## src/rtl/serial_subtractor_pkg.sv

```systemverilog
// Shared types for the bit-serial subtractor.
// Holds the control state encoding and counter sizing helper.
package serial_subtractor_pkg;

  typedef enum logic [1:0] {
    IDLE  = 2'd0,
    SHIFT = 2'd1,
    DONE  = 2'd2
  } state_e;

  function automatic int cnt_width(input int w);
    return (w > 1) ? $clog2(w) : 1;
  endfunction

endpackage

```

## src/rtl/full_adder.sv

```systemverilog
// One-bit full adder used as the serial bit-slice.
// Purely combinational.
module full_adder (
  input  logic a,
  input  logic b,
  input  logic c_in,
  output logic sum,
  output logic c_out
);

  logic p;

  assign p     = a ^ b;
  assign sum   = p ^ c_in;
  assign c_out = (a & b) | (c_in & p);

endmodule

```

## src/rtl/serial_subtractor.sv

```systemverilog
// Bit-serial a - b, LSB first, through one full adder slice.
// Signed overflow output is built only with SERIAL_SUBTRACTOR_OVF_EN.
module serial_subtractor
  import serial_subtractor_pkg::*;
#(
  parameter int WIDTH = 8
) (
  input  logic             clk,
  input  logic             rstn,
  input  logic             start,
  input  logic [WIDTH-1:0] a,
  input  logic [WIDTH-1:0] b,
  output logic             busy,
  output logic             done,
  output logic [WIDTH-1:0] diff,
  output logic             borrow,
  output logic             ovf
);

  localparam int CW = cnt_width(WIDTH);
  localparam logic [CW-1:0] LAST = CW'(WIDTH - 1);

  state_e state_q, state_d;

  logic [WIDTH-1:0] a_sr_q, a_sr_d;
  logic [WIDTH-1:0] b_sr_q, b_sr_d;
  logic [WIDTH-1:0] dsr_q, dsr_d;
  logic [WIDTH-1:0] diff_q, diff_d;
  logic [CW-1:0]    cnt_q, cnt_d;
  logic             carry_q, carry_d;
  logic             borrow_q, borrow_d;
  logic             done_q, done_d;
  logic             busy_q, busy_d;

  logic fa_sum;
  logic fa_cout;
  logic last;

  assign last = (cnt_q == LAST);

  full_adder u_fa (
    .a     (a_sr_q[0]),
    .b     (b_sr_q[0]),
    .c_in  (carry_q),
    .sum   (fa_sum),
    .c_out (fa_cout)
  );

  always_ff @(posedge clk or negedge rstn) begin
    if (!rstn) begin
      state_q <= IDLE;
    end else begin
      state_q <= state_d;
    end
  end

  always_comb begin
    state_d = state_q;
    unique case (state_q)
      IDLE:    if (start) state_d = SHIFT;
      SHIFT:   if (last) state_d = DONE;
      DONE:    state_d = IDLE;
      default: state_d = IDLE;
    endcase
  end

  always_comb begin
    a_sr_d   = a_sr_q;
    b_sr_d   = b_sr_q;
    dsr_d    = dsr_q;
    diff_d   = diff_q;
    cnt_d    = cnt_q;
    carry_d  = carry_q;
    borrow_d = borrow_q;
    done_d   = 1'b0;
    unique case (state_q)
      IDLE: begin
        if (start) begin
          a_sr_d  = a;
          b_sr_d  = ~b;
          carry_d = 1'b1;
          cnt_d   = '0;
        end
      end
      SHIFT: begin
        a_sr_d  = a_sr_q >> 1;
        b_sr_d  = b_sr_q >> 1;
        dsr_d   = {fa_sum, dsr_q[WIDTH-1:1]};
        carry_d = fa_cout;
        cnt_d   = cnt_q + 1'b1;
      end
      DONE: begin
        diff_d   = dsr_q;
        borrow_d = ~carry_q;
        done_d   = 1'b1;
      end
      default: ;
    endcase
    // busy covers the done cycle even though control is already idle
    busy_d = (state_d != IDLE) | done_d;
  end

  always_ff @(posedge clk or negedge rstn) begin
    if (!rstn) begin
      a_sr_q   <= '0;
      b_sr_q   <= '0;
      dsr_q    <= '0;
      diff_q   <= '0;
      cnt_q    <= '0;
      carry_q  <= 1'b0;
      borrow_q <= 1'b0;
      done_q   <= 1'b0;
      busy_q   <= 1'b0;
    end else begin
      a_sr_q   <= a_sr_d;
      b_sr_q   <= b_sr_d;
      dsr_q    <= dsr_d;
      diff_q   <= diff_d;
      cnt_q    <= cnt_d;
      carry_q  <= carry_d;
      borrow_q <= borrow_d;
      done_q   <= done_d;
      busy_q   <= busy_d;
    end
  end

`ifdef SERIAL_SUBTRACTOR_OVF_EN
  logic flag_q, flag_d;
  logic ovf_q, ovf_d;

  // carry into MSB xor carry out of MSB, latched on the final slice
  always_comb begin
    flag_d = flag_q;
    ovf_d  = ovf_q;
    if (state_q == SHIFT && last) begin
      flag_d = carry_q ^ fa_cout;
    end
    if (state_q == DONE) begin
      ovf_d = flag_q;
    end
  end

  always_ff @(posedge clk or negedge rstn) begin
    if (!rstn) begin
      flag_q <= 1'b0;
      ovf_q  <= 1'b0;
    end else begin
      flag_q <= flag_d;
      ovf_q  <= ovf_d;
    end
  end

  assign ovf = ovf_q;
`else
  assign ovf = 1'b0;
`endif

  assign busy   = busy_q;
  assign done   = done_q;
  assign diff   = diff_q;
  assign borrow = borrow_q;

endmodule

```

## config.mk

```make
export PLATFORM = sky130hd
export DESIGN_NAME = serial_subtractor
export DESIGN_NICKNAME = d
export VERILOG_FILES = /design/src/rtl/serial_subtractor_pkg.sv /design/src/rtl/full_adder.sv /design/src/rtl/serial_subtractor.sv
export SDC_FILE = /design/constraint.sdc
export NUM_CORES = 1
export LEC_CHECK = 0
export ABC_AREA = 1
export CAP_MARGIN = 5
export CORE_AREA = 3 3 68 70
export CTS_CLUSTER_SIZE = 28
export DETAILED_ROUTE_END_ITERATION = 12
export DIE_AREA = 0 0 71 73
export PLACE_DENSITY = 0.72
export RECOVER_POWER = 25
export SYNTH_ARGS = -nofsm -noshare
export SYNTH_HDL_FRONTEND = slang
export SYNTH_HIERARCHICAL = 1
export SYNTH_SLANG_ARGS = --single-unit
```

## constraint.sdc

```tcl
create_clock -name clk -period 1.15 [get_ports clk]
set_input_delay 0.23 -clock clk [delete_from_list [all_inputs] [get_ports clk]]
set_output_delay 0.23 -clock clk [all_outputs]
set_load 0.02 [all_outputs]
```

* Word-level counts from Yosys, hierarchy flattened *
Cells that the tools add are included.

word-level totals
  bits of input ports = 19
  output and inout bits = 12
  bits in registers = 41

cells by class
  eq/ne operators = 4
  bitwise operators = 8
  mux-type cells = 12
  reductions and logical operators = 4
  add/sub/neg operators = 1

operators with widths
  operator             count
  $pmux 8 s2           2
  $mux 8               2
  $not 8->8            1
  $pmux 3 s2           1
  $mux 2               2
  $pmux 2 s2           1
  $reduce_bool 2->1    2
  $add 3x1->3 const B  1
  $eq 3x3->1 const B   1
  $mux 3               1
  $and 1x1->1          2
  $eq 2x1->1 const B   1
  $eq 2x2->1 const B   1
  $logic_not 2->1      1
  $mux 1               2
  $ne 2x2->1 const B   1
  $or 1x1->1           2
  $pmux 1 s2           1
  $reduce_and 2->1     1
  $xor 1x1->1          2
  $not 1->1            1

* Depth between registers and ports, before layout *
Gate-level depths: netlist of the first run.

  word-level depth = 5
  gate-level depth with buffers = 7
  depth with buffers taken out = 6

* Modules after synthesis *
The synthesis of the first run kept the hierarchy.

modules (own cells, without submodules)
  module             times used  area an instance (sq um)  cells each  seq. area each (sq um)
  serial_subtractor  1           1,846.8                   216         1,026.0
  full_adder         1           20.0                      1           0.0

* Worst setup path after synthesis of the first run *
Ideal clock, no wire load.

  path kind = reg2reg
  from = reg a_sr_q[0]
  to = reg dsr_q[7]
  setup slack = 31 ps
  path buffers = 0
  cell stages (with the launch flop) = 4
  arrival time = 999 ps
  cell sequence = dfrtp_1 > fa_1 > nor2_1 > a21oi_2

on the way
  word-level cells in the longest chain between the ends = 2

RTL lines
  what                    RTL line                  source
  from (decl)             serial_subtractor.sv:25   logic [WIDTH-1:0] a_sr_q, a_sr_d;
  from (signal assigned)  serial_subtractor.sv:115  a_sr_q <= a_sr_d;
  $xor 1x1->1             full_adder.sv:13          assign p = a ^ b;
  $xor 1x1->1             full_adder.sv:14          assign sum = p ^ c_in;
  via fa_sum              serial_subtractor.sv:35   logic fa_sum;
  to (signal assigned)    serial_subtractor.sv:117  dsr_q <= dsr_d;
  to (decl)               serial_subtractor.sv:27   logic [WIDTH-1:0] dsr_q, dsr_d;

The timed path passes the listed nets, and every way through them passes these cells.
A chain may end at the register's enable or synchronous reset.

* Worst setup path after layout of the first run *
Same ends and word-level chain as after synthesis.

==> run_results.csv, run 1 <==
group,metric,value,unit
status,status,"complete, but fails checks",
status,violations,"negative setup slack",
cts,numClockSinks,41,
sta,slew_headroom,0.630,
cts,cts_max_level,2,
finish,area_growth,24.3,%
drt,firstDrtPassIters,4,
logic_synthesis,yosysWarnings,6,
sta,finalWorstSetupSlack,-0.0152,ns
min_path,hp-class,"flop to flop",
worst_setup_path,path_class,"flop to flop",
floorplanning,num_rows,23,
cts,clk_latency,0.29,ns
logic_synthesis,syn_inst,217,
finish,final_cells,311,
logic_synthesis,synth.most_common_cell,"nand2_1",
worst_setup_path,required,1.38,ns
sta,fmax,858,MHz
floorplanning,ios,31,
cts,cts-root-buf,"clkbuf_8",
floorplanning,die_area,5180,um^2
drt,wl_met3,121,um
drt,top_layer_used,"met4",
logic_synthesis,seq_area_frac_synth,0.550,
sta,drv_slew,0,
drt,wl_met1,1680,um
logic_synthesis,synth_ff_type,"dfrtp_1",
logic_synthesis,synth_area,1870,um^2
sta,finalHoldViolCount,0,
logic_synthesis,syn_area_per_cell,8.60,um^2
finish,regArea,1030,um^2
finish,multi_input_area,682,um^2
finish,fillCellCount,371,
logic_synthesis,ys_types,19,
power_and_ir_drop,irDropWorstVdd,1080,uV
power_and_ir_drop,p_per_area,2500,nW/um^2
global_route,grt_pass1_vias,1361,
global_route,antenna_found_initial,0,
sta,rsz0062_at_grt,"true",
logic_synthesis,synth_top_area_frac,0.550,
sta,fin_crit_sh,1.01,
sta,period_needed,1.17,ns
finish,drive_gt1_frac,0.180,
cts,cts_buffer_depth,2,
sta,setup_violations,1,
floorplanning,core,4030,um^2
worst_setup_path,worst_setup_path_end_kind,"flop",
cts,clk_pin_slew_worst_paths,0.07,ns
global_route,grt_max_degree,42,
drt,routed_wl,3650,um
placed_design,post-place-ws,-0.186,ns
floorplanning,die_x,71,um
sta,skew,0.00616,ns
logic_synthesis,syn-num-nets,239,
sta,tns,-0.0152,ns
floorplanning,die_h,73,um
drt,drt-vias-per-instance,4.69,
placed_design,post-dp-hpwl,2470,um
power_and_ir_drop,leakage,1.25,nW
cts,tritoncts,"done",
drt,drcViolationCount,0,
drt,wire_per_inst,11.7,um
placed_design,placement.io_buffers,29,
logic_synthesis,synth_area_leaders,"dfrtp_1 55%, nand2_1 19%, nand3_1 4.6%",
global_route,overflow,0,
logic_synthesis,async_flop_share,1.00,
cts,cts_buffers,5,
finish,nets,283,
logic_synthesis,ys_top_cells_by_count,"96 x nand2_1, 41 x dfrtp_1, 18 x inv_1, 17 x nand3_1, 15 x o21ai_0",
sta,tightest_slew,0.556,ns
placed_design,place_congestion,0.719,
drt,dr_wl_met2,1790,um
worst_setup_path,cp-start-kind,"flop",
global_route,grt_first_pass_wirelength,6090,um
drt,drt-initial-drc-count,84,
job,max_cap_viol_count,0,
floorplanning,initial_utilization,0.463,
logic_synthesis,synth_edf_count,0,
finish,num_antenna_cells,0,
drt,ant_nets,0,
placed_design,dp_cells,298,
logic_synthesis,synth-seq-cells,41,
drt,via_count,1458,
global_route,track_usage,0.150,
worst_setup_path,worstPathMaxFanout,2,
logic_synthesis,yosysTopAreaCell,"dfrtp_1",
worst_setup_path,worstPathArrival,1.39,ns
## kinds of logic (layout without fill, tap and decap cells)
logic type               count (synthesis)  after routing  share of synthesized area
flip-flops                              41             41                      0.550
buffers and inverters                   32             75                     0.0985
adder cells (fa/ha/maj)                  3              3                     0.0241
AO/OA/AOI/OAI                           22             22                     0.0690
other                                    1              1                    0.00201
AND/OR/NAND/NOR                        118            119                      0.257
## worst max-delay path, cell delays in order, from the launching register on
cell and delay, ns:
dfrtp_1 0.40, fa_1 0.55, nor2_1 0.05, a21oi_2 0.10
## sequential cells by signal, indices dropped and copies added (netlist names)
name and cells:
busy 1, carry_q 1, dsr_q 8, done 1, b_sr_q 8, a_sr_q 8, borrow 1, diff 8
state_q 2, cnt_q 3
## layer usage
layer / global-route usage / vias to the layer above
li1: - / 752
met1: 0.185 / 681
met2: 0.242 / 19
met3: 0.0441 / 6
met4: 0.0710 / 0
met5: 0 / -
## layout by cell type, fill, tap and decap left out, types with 2 or more instances in the layout
master,count
nand2_1,96
clkdlybuf4s50_1,17
buf_6,2
a21oi_2,2
inv_1,18
dfrtp_1,40
buf_2,12
nand3_1,17
clkbuf_8,6
o21ai_1,4
o21ai_0,15
nand2_4,2
buf_4,14
nor2_1,2
## worst paths after layout
| check | from | to | slack, ns | cells past startpoint |
|---|---|---|---|---|
| max in group asynchronous | rstn | state_q[0]$_DFF_PN0_ | 0.20 | 3 |
| hold reg to reg | diff[4]$_DFFE_PN0P_ | diff[4]$_DFFE_PN0P_ | 0.48 | 2 |
| min in group asynchronous | rstn | b_sr_q[5]$_DFFE_PN0P_ | 0.56 | 3 |
| hold / removal | diff[4]$_DFFE_PN0P_ | diff[4]$_DFFE_PN0P_ | 0.48 | 2 |
| setup reg to reg | a_sr_q[0]$_DFFE_PN0P_ | dsr_q[7]$_DFFE_PN0P_ | -0.02 | 3 |
| setup / recovery | a_sr_q[0]$_DFFE_PN0P_ | dsr_q[7]$_DFFE_PN0P_ | -0.02 | 3 |
## power by group
group,switching [mW],total (mW),internal (mW)
combinational,1.43,2.44,1.01
clock,0.474,0.950,0.476
sequential,0.359,2.41,2.05
total,2.27,5.80,3.53
## through the flow
step / utilization / power (mW) / hold WS, ns / cell area (um^2)
after floorplan: - / 4.10 / -0.0656 / 1870
after global placement: 0.552 / 4.76 / 0.217 / 2220
after detailed placement: 0.552 / 4.87 / 0.216 / 2220
after CTS: 0.569 / 5.74 / 0.435 / 2290
after global routing: 0.576 / 6.27 / 0.493 / 2320
final: 0.576 / 5.80 / 0.480 / 2320
## what timing repair did
item,CTS,global route
gates resized for setup,44,8
cloned,0,1
endpoints found under the hold margin,41,0
setup endpoints to repair,28,20
pin swaps,1,2
hold buffers,1,0
buffers inserted,1,3
## layout make-up
| cell class | count | area share |
|---|---|---|
| Sequential cell | 41 | 0.443 |
| Multi-Input combinational cell | 145 | 0.294 |
| Timing Repair Buffer | 47 | 0.162 |
| Clock buffer | 7 | 0.0372 |
| Inverter | 21 | 0.0372 |
| Tap cell | 50 | 0.0270 |
Power figures use the tool's default switching activity.
==> run 2, diff against run 1 <==
--- a/config.mk
+++ b/config.mk
@@ -7,12 +7,15 @@
 export LEC_CHECK = 0
 export ABC_AREA = 1
 export CAP_MARGIN = 5
-export CORE_AREA = 3 3 68 70
+export CELL_PAD_IN_SITES_DETAIL_PLACEMENT = 2
+export CELL_PAD_IN_SITES_GLOBAL_PLACEMENT = 2
+export CORE_AREA = 3 3 86 88
 export CTS_CLUSTER_SIZE = 28
 export DETAILED_ROUTE_END_ITERATION = 12
-export DIE_AREA = 0 0 71 73
-export PLACE_DENSITY = 0.72
+export DIE_AREA = 0 0 89 91
+export PLACE_DENSITY_LB_ADDON = 0.1
 export RECOVER_POWER = 25
+export SLEW_MARGIN = 5
 export SYNTH_ARGS = -nofsm -noshare
 export SYNTH_HDL_FRONTEND = slang
 export SYNTH_HIERARCHICAL = 1
==> run 2 against run 1 <==
The run still ends with negative setup slack left. Non-clock buffer count decreased by 1. First-iteration DRC count down 36%. Clock skew is 0.0022 ns lower. Count of clock-buffer cells in the layout fell by 1. Critical path type unchanged.
==> run_results.csv, run 2 (synthesis results as in run 1) <==
group,metric,value,unit
status,status,"complete, but fails checks",
status,violations,"negative setup slack",
sta,finalWorstSetupSlack,-0.0211,ns
sta,rsz0062_at_grt,"true",
sta,fmax,854,MHz
cts,cts-root-buf,"clkbuf_8",
drt,drt-vias-per-instance,4.36,
floorplanning,core,6720,um^2
cts,cts_buffer_depth,2,
worst_setup_path,r2r-start,"carry_q$_DFFE_PN0P_",
sta,skew,0.00401,ns
finish,area_growth,29.3,%
worst_setup_path,rr_endpoint,"dsr_q[7]$_DFFE_PN0P_",
power_and_ir_drop,total_power,6.07,mW
sta,finalHoldViolCount,0,
global_route,grt_first_pass_wirelength,7780,um
cts,clk_latency,0.29,ns
worst_setup_path,critPathLaunch,"carry_q$_DFFE_PN0P_",
floorplanning,die_h,91,um
cts,clk_pin_slew_worst_paths,0.08,ns
drt,routed_wl,4440,um
placed_design,placed_cell_area,2300,um^2
placed_design,place_congestion,0.651,
drt,via_count,1482,
job,max_cap_viol_count,0,
finish,drive_gt1_frac,0.208,
drt,firstDrtPassIters,4,
worst_setup_path,path_class,"flop to flop",
worst_setup_path,worstPathArrival,1.35,ns
power_and_ir_drop,p_per_area,2510,nW/um^2
finish,nets,281,
global_route,antenna_found_initial,0,
finish,final_common_cell,"nand2_1",
power_and_ir_drop,irDropWorstVdd,615,uV
sta,period_needed,1.17,ns
worst_setup_path,reg2reg_slack,-0.02,ns
cts,tritoncts,"done",
worst_setup_path,worst_setup_path_end_kind,"flop",
floorplanning,ios,31,
cts,cts_buffers,5,
finish,fillCellCount,750,
placed_design,placement.io_buffers,29,
sta,setup_violations,1,
global_route,grt_pass1_vias,1605,
global_route,track_usage,0.124,
drt,wire_per_inst,13.1,um
worst_setup_path,required,1.33,ns
sta,holdWs,0.338,ns
drt,drcViolationCount,0,
power_and_ir_drop,leakage,1.27,nW
floorplanning,num_rows,30,
placed_design,post-dp-hpwl,3050,um
min_path,hp-class,"primary input to async pin",
worst_setup_path,worstPathMaxFanout,2,
floorplanning,initial_utilization,0.278,
finish,fin_area,2410,um^2
floorplanning,die_area,8100,um^2
drt,drt-initial-drc-count,54,
worst_setup_path,endpoint,"dsr_q[7]$_DFFE_PN0P_",
global_route,overflow,0,
drt,ant_nets,0,
worst_setup_path,cp-start-kind,"flop",
floorplanning,die_x,89,um
cts,cts_max_level,2,
sta,fin_crit_sh,1.02,
global_route,grt_max_degree,23,
finish,layout_common_cells,"87 x nand2_1, 41 x dfrtp_1, 18 x inv_1",
sta,drv_slew,0,
worst_setup_path,reg2regPathDepth,3,
finish,num_antenna_cells,0,
cts,numClockSinks,41,
[run 2: per-stage QoR]
stage          setup TNS (ns)  utilization  setup slack (ns)  instances
6_report              -0.0211        0.359           -0.0211        340
5_1_grt                -0.795        0.359           -0.0606        340
4_1_cts               -0.0295        0.350           -0.0295        339
3_5_place_dp            -4.07        0.342            -0.210        328
3_3_place_gp            -3.38        0.342            -0.187        328
2_1_floorplan               0            -            0.0314        217
[run 2: layout make-up]
| class | count | area (um^2) | share of cell area |
|---|---|---|---|
| timing repair buffer | 46 | 418 | 0.173 |
| clock buffer | 6 | 72.6 | 0.0301 |
| tap | 80 | 100 | 0.0415 |
| clock inverter | 2 | 10.0 | 0.00415 |
| multi-input combinational | 144 | 703 | 0.291 |
| sequential | 41 | 1030 | 0.425 |
| inverter | 21 | 83.8 | 0.0347 |
[run 2: repair_timing]
action                                  CTS  global route
hold buffers                              1             0
gates resized for setup                  44            18
endpoints found under the setup margin   14            20
pin swaps                                 2             3
endpoints found under the hold margin    10             0
buffers inserted                          2             1
[run 2: layer usage]
layer	GRT usage	vias to the layer above	wire [um]
met5	0	-	0
met4	0.0409	0	65
met3	0.0299	7	170
met2	0.204	23	2140
met1	0.156	705	2070
li1	-	747	-
[run 2: worst min-delay path by stage]
stage               depth (start not counted)  slack (ns)  start                    end
floorplan                                   0       -0.07   rstn  a_sr_q[0]$_DFFE_PN0P_
global placement                            1        0.14   rstn    diff[6]$_DFFE_PN0P_
detailed placement                          1        0.14   rstn    diff[6]$_DFFE_PN0P_
CTS                                         2        0.35   rstn   state_q[1]$_DFF_PN0_
global route                                2        0.35   rstn    diff[6]$_DFFE_PN0P_
finish                                      2        0.34   rstn   state_q[1]$_DFF_PN0_
[run 2: power breakdown]
part / internal [mW] / switching (mW)
clock: 0.421 / 0.511
combinational: 1.18 / 1.59
sequential: 2.04 / 0.324
total: 3.64 / 2.42
[run 2: critical path, stage by stage (launching register included)]
cell,delay (ns)
dfrtp_1,0.40
fa_1,0.49
nor2_1,0.13
a21oi_2,0.04
==> run 3, diff against run 2 <==
--- a/config.mk
+++ b/config.mk
@@ -6,13 +6,15 @@
 export NUM_CORES = 1
 export LEC_CHECK = 0
 export ABC_AREA = 1
+export ABC_CLOCK_PERIOD_IN_PS = 1150
 export CAP_MARGIN = 5
 export CELL_PAD_IN_SITES_DETAIL_PLACEMENT = 2
 export CELL_PAD_IN_SITES_GLOBAL_PLACEMENT = 2
-export CORE_AREA = 3 3 86 88
+export CORE_AREA = 3 3 85 87
+export CTS_BUF_LIST = sky130_fd_sc_hd__clkbuf_2 sky130_fd_sc_hd__clkbuf_4 sky130_fd_sc_hd__clkbuf_8
 export CTS_CLUSTER_SIZE = 28
 export DETAILED_ROUTE_END_ITERATION = 12
-export DIE_AREA = 0 0 89 91
+export DIE_AREA = 0 0 88 90
 export PLACE_DENSITY_LB_ADDON = 0.1
 export RECOVER_POWER = 25
 export SLEW_MARGIN = 5
==> run 3 against run 2 <==
The flow still finishes with violations (negative setup slack). Critical path type unchanged. Largest power group unchanged. Via count increased by 3.6%. Total power increased by 4.3%. Sequential power up 2%. Largest cell class unchanged. Critical path depth unchanged.
==> run_results.csv, run 3 (synthesis results as in run 1) <==
group,metric,value,unit
status,status,"complete, but fails checks",
status,violations,"negative setup slack",
power_and_ir_drop,p_per_area,2580,nW/um^2
floorplanning,core,6420,um^2
sta,rsz0062_at_grt,"true",
drt,firstDrtPassIters,4,
worst_setup_path,worstPathArrival,1.39,ns
placed_design,post-dp-hpwl,3150,um
worst_setup_path,crit_chain,"fa_1, nor2_2, a21oi_2",
drt,via_count,1535,
worst_setup_path,worst_setup_path_end_kind,"flop",
global_route,overflow,0,
placed_design,placement.io_buffers,29,
global_route,track_usage,0.130,
global_route,grt_pass1_vias,1660,
min_path,hp-class,"flop to flop",
global_route,grt_max_degree,42,
worst_setup_path,worstPathMaxFanout,2,
drt,drcViolationCount,0,
floorplanning,die_area,7920,um^2
cts,cts_buffer_depth,2,
cts,numClockSinks,41,
cts,cts_max_level,2,
sta,tns,-0.0146,ns
sta,slew_headroom,0.613,
placed_design,place_congestion,0.676,
finish,layout_common_cells,"86 x nand2_1, 40 x dfrtp_1, 18 x inv_1",
worst_setup_path,max_stage_delay,0.56,ns
worst_setup_path,required,1.38,ns
floorplanning,die_x,88,um
power_and_ir_drop,irDropWorstVdd,913,uV
finish,fin_area,2450,um^2
drt,drt-vias-per-instance,4.53,
placed_design,post-place-ws,-0.231,ns
worst_setup_path,cp-start-kind,"flop",
power_and_ir_drop,total_power,6.32,mW
floorplanning,num_rows,29,
drt,routed_wl,4670,um
cts,tritoncts,"done",
drt,wire_per_inst,13.8,um
finish,num_antenna_cells,0,
cts,cts_buffers,5,
worst_setup_path,cp_slowest_cell,"fa_1",
sta,fmax,859,MHz
sta,tightest_slew,0.581,ns
drt,drt-initial-drc-count,32,
floorplanning,ios,31,
job,max_cap_viol_count,0,
cts,clk_pin_slew_worst_paths,0.08,ns
sta,finalWorstSetupSlack,-0.0146,ns
worst_setup_path,path_class,"flop to flop",
sta,finalHoldViolCount,0,
power_and_ir_drop,leakage,1.30,nW
sta,drv_slew,0,
sta,skew,0.00165,ns
sta,fin_crit_sh,1.01,
global_route,antenna_found_initial,0,
sta,setup_violations,1,
finish,area_growth,31.4,%
global_route,grt_first_pass_wirelength,7980,um
finish,nets,284,
sta,period_needed,1.16,ns
drt,ant_nets,0,
cts,cts-root-buf,"clkbuf_8",
cts,clk_latency,0.30,ns
placed_design,placed_cell_area,2280,um^2
finish,final_common_cell,"nand2_1",
floorplanning,die_h,90,um
finish,final_util,0.382,
finish,drive_gt1_frac,0.225,
floorplanning,initial_utilization,0.291,
==> run 3: cell count changes in the layout (fill, tap and decap cells not counted), sizes merged <==
cell      previous run  this run
clkbuf               7         9
clkinv               2         0
clkinvlp             0         1
buf                 27        28
==> run 3: path summary, 6_finish.rpt <==
check	startpoint	to	slack (ns)	cells past startpoint
min	a_sr_q[2]$_DFFE_PN0P_	a_sr_q[2]$_DFFE_PN0P_	0.48	2
max in group asynchronous	rstn	state_q[0]$_DFF_PN0_	0.15	3
max reg2reg	carry_q$_DFFE_PN0P_	dsr_q[7]$_DFFE_PN0P_	-0.01	3
min reg2reg	a_sr_q[2]$_DFFE_PN0P_	a_sr_q[2]$_DFFE_PN0P_	0.48	2
max	carry_q$_DFFE_PN0P_	dsr_q[7]$_DFFE_PN0P_	-0.01	3
min in group asynchronous	rstn	diff[0]$_DFFE_PN0P_	0.58	3
==> run 3: power by group <==
| group | switching [mW] | total (mW) | internal, mW |
|---|---|---|---|
| clock network | 0.513 | 0.987 | 0.475 |
| registers | 0.365 | 2.41 | 2.05 |
| logic | 1.62 | 2.92 | 1.30 |
| total | 2.50 | 6.32 | 3.82 |
==> run 3: metrics by stage <==
stage | hold slack (ns) | instances
after detailed placement | 0.227 | 327
after floorplan | -0.0656 | 217
after CTS | 0.428 | 336
after global routing | 0.525 | 339
final | 0.482 | 339
after global placement | 0.229 | 327
==> run 3: repair_timing <==
action / in CTS / in global routing
setup buffers: 1 / 1
resized for setup: 46 / 22
setup endpoints to repair: 14 / 23
hold buffers: 1 / 0
endpoints found under the hold margin: 41 / 0
pin swaps: 2 / 4
cloned: 0 / 2
==> run 3: layer usage <==
layer  up-vias  track usage  wire [um]
met2        23        0.207       2210
met1       751        0.168       2250
li1        753            -          -
met5         -            0          0
met4         0       0.0563         85
met3         8       0.0283        131
==> run 3: area by class of cell <==
class	count	area, um^2
clock buffer	6	82.6
clock inverter	1	7.51
fill	721	3970
inverter	21	83.8
multi-input combinational	144	713
sequential	41	1030
tap	77	96.3
timing repair buffer	49	442
==> run 3: worst max-delay path, delay by kind of cell (launching register included) <==
kind | cells | cell delay [ns]
adder cells (fa/ha/maj) | 1 | 0.56
flip-flops | 1 | 0.41
AND/OR/NAND/NOR | 1 | 0.05
AO/OA/AOI/OAI | 1 | 0.09
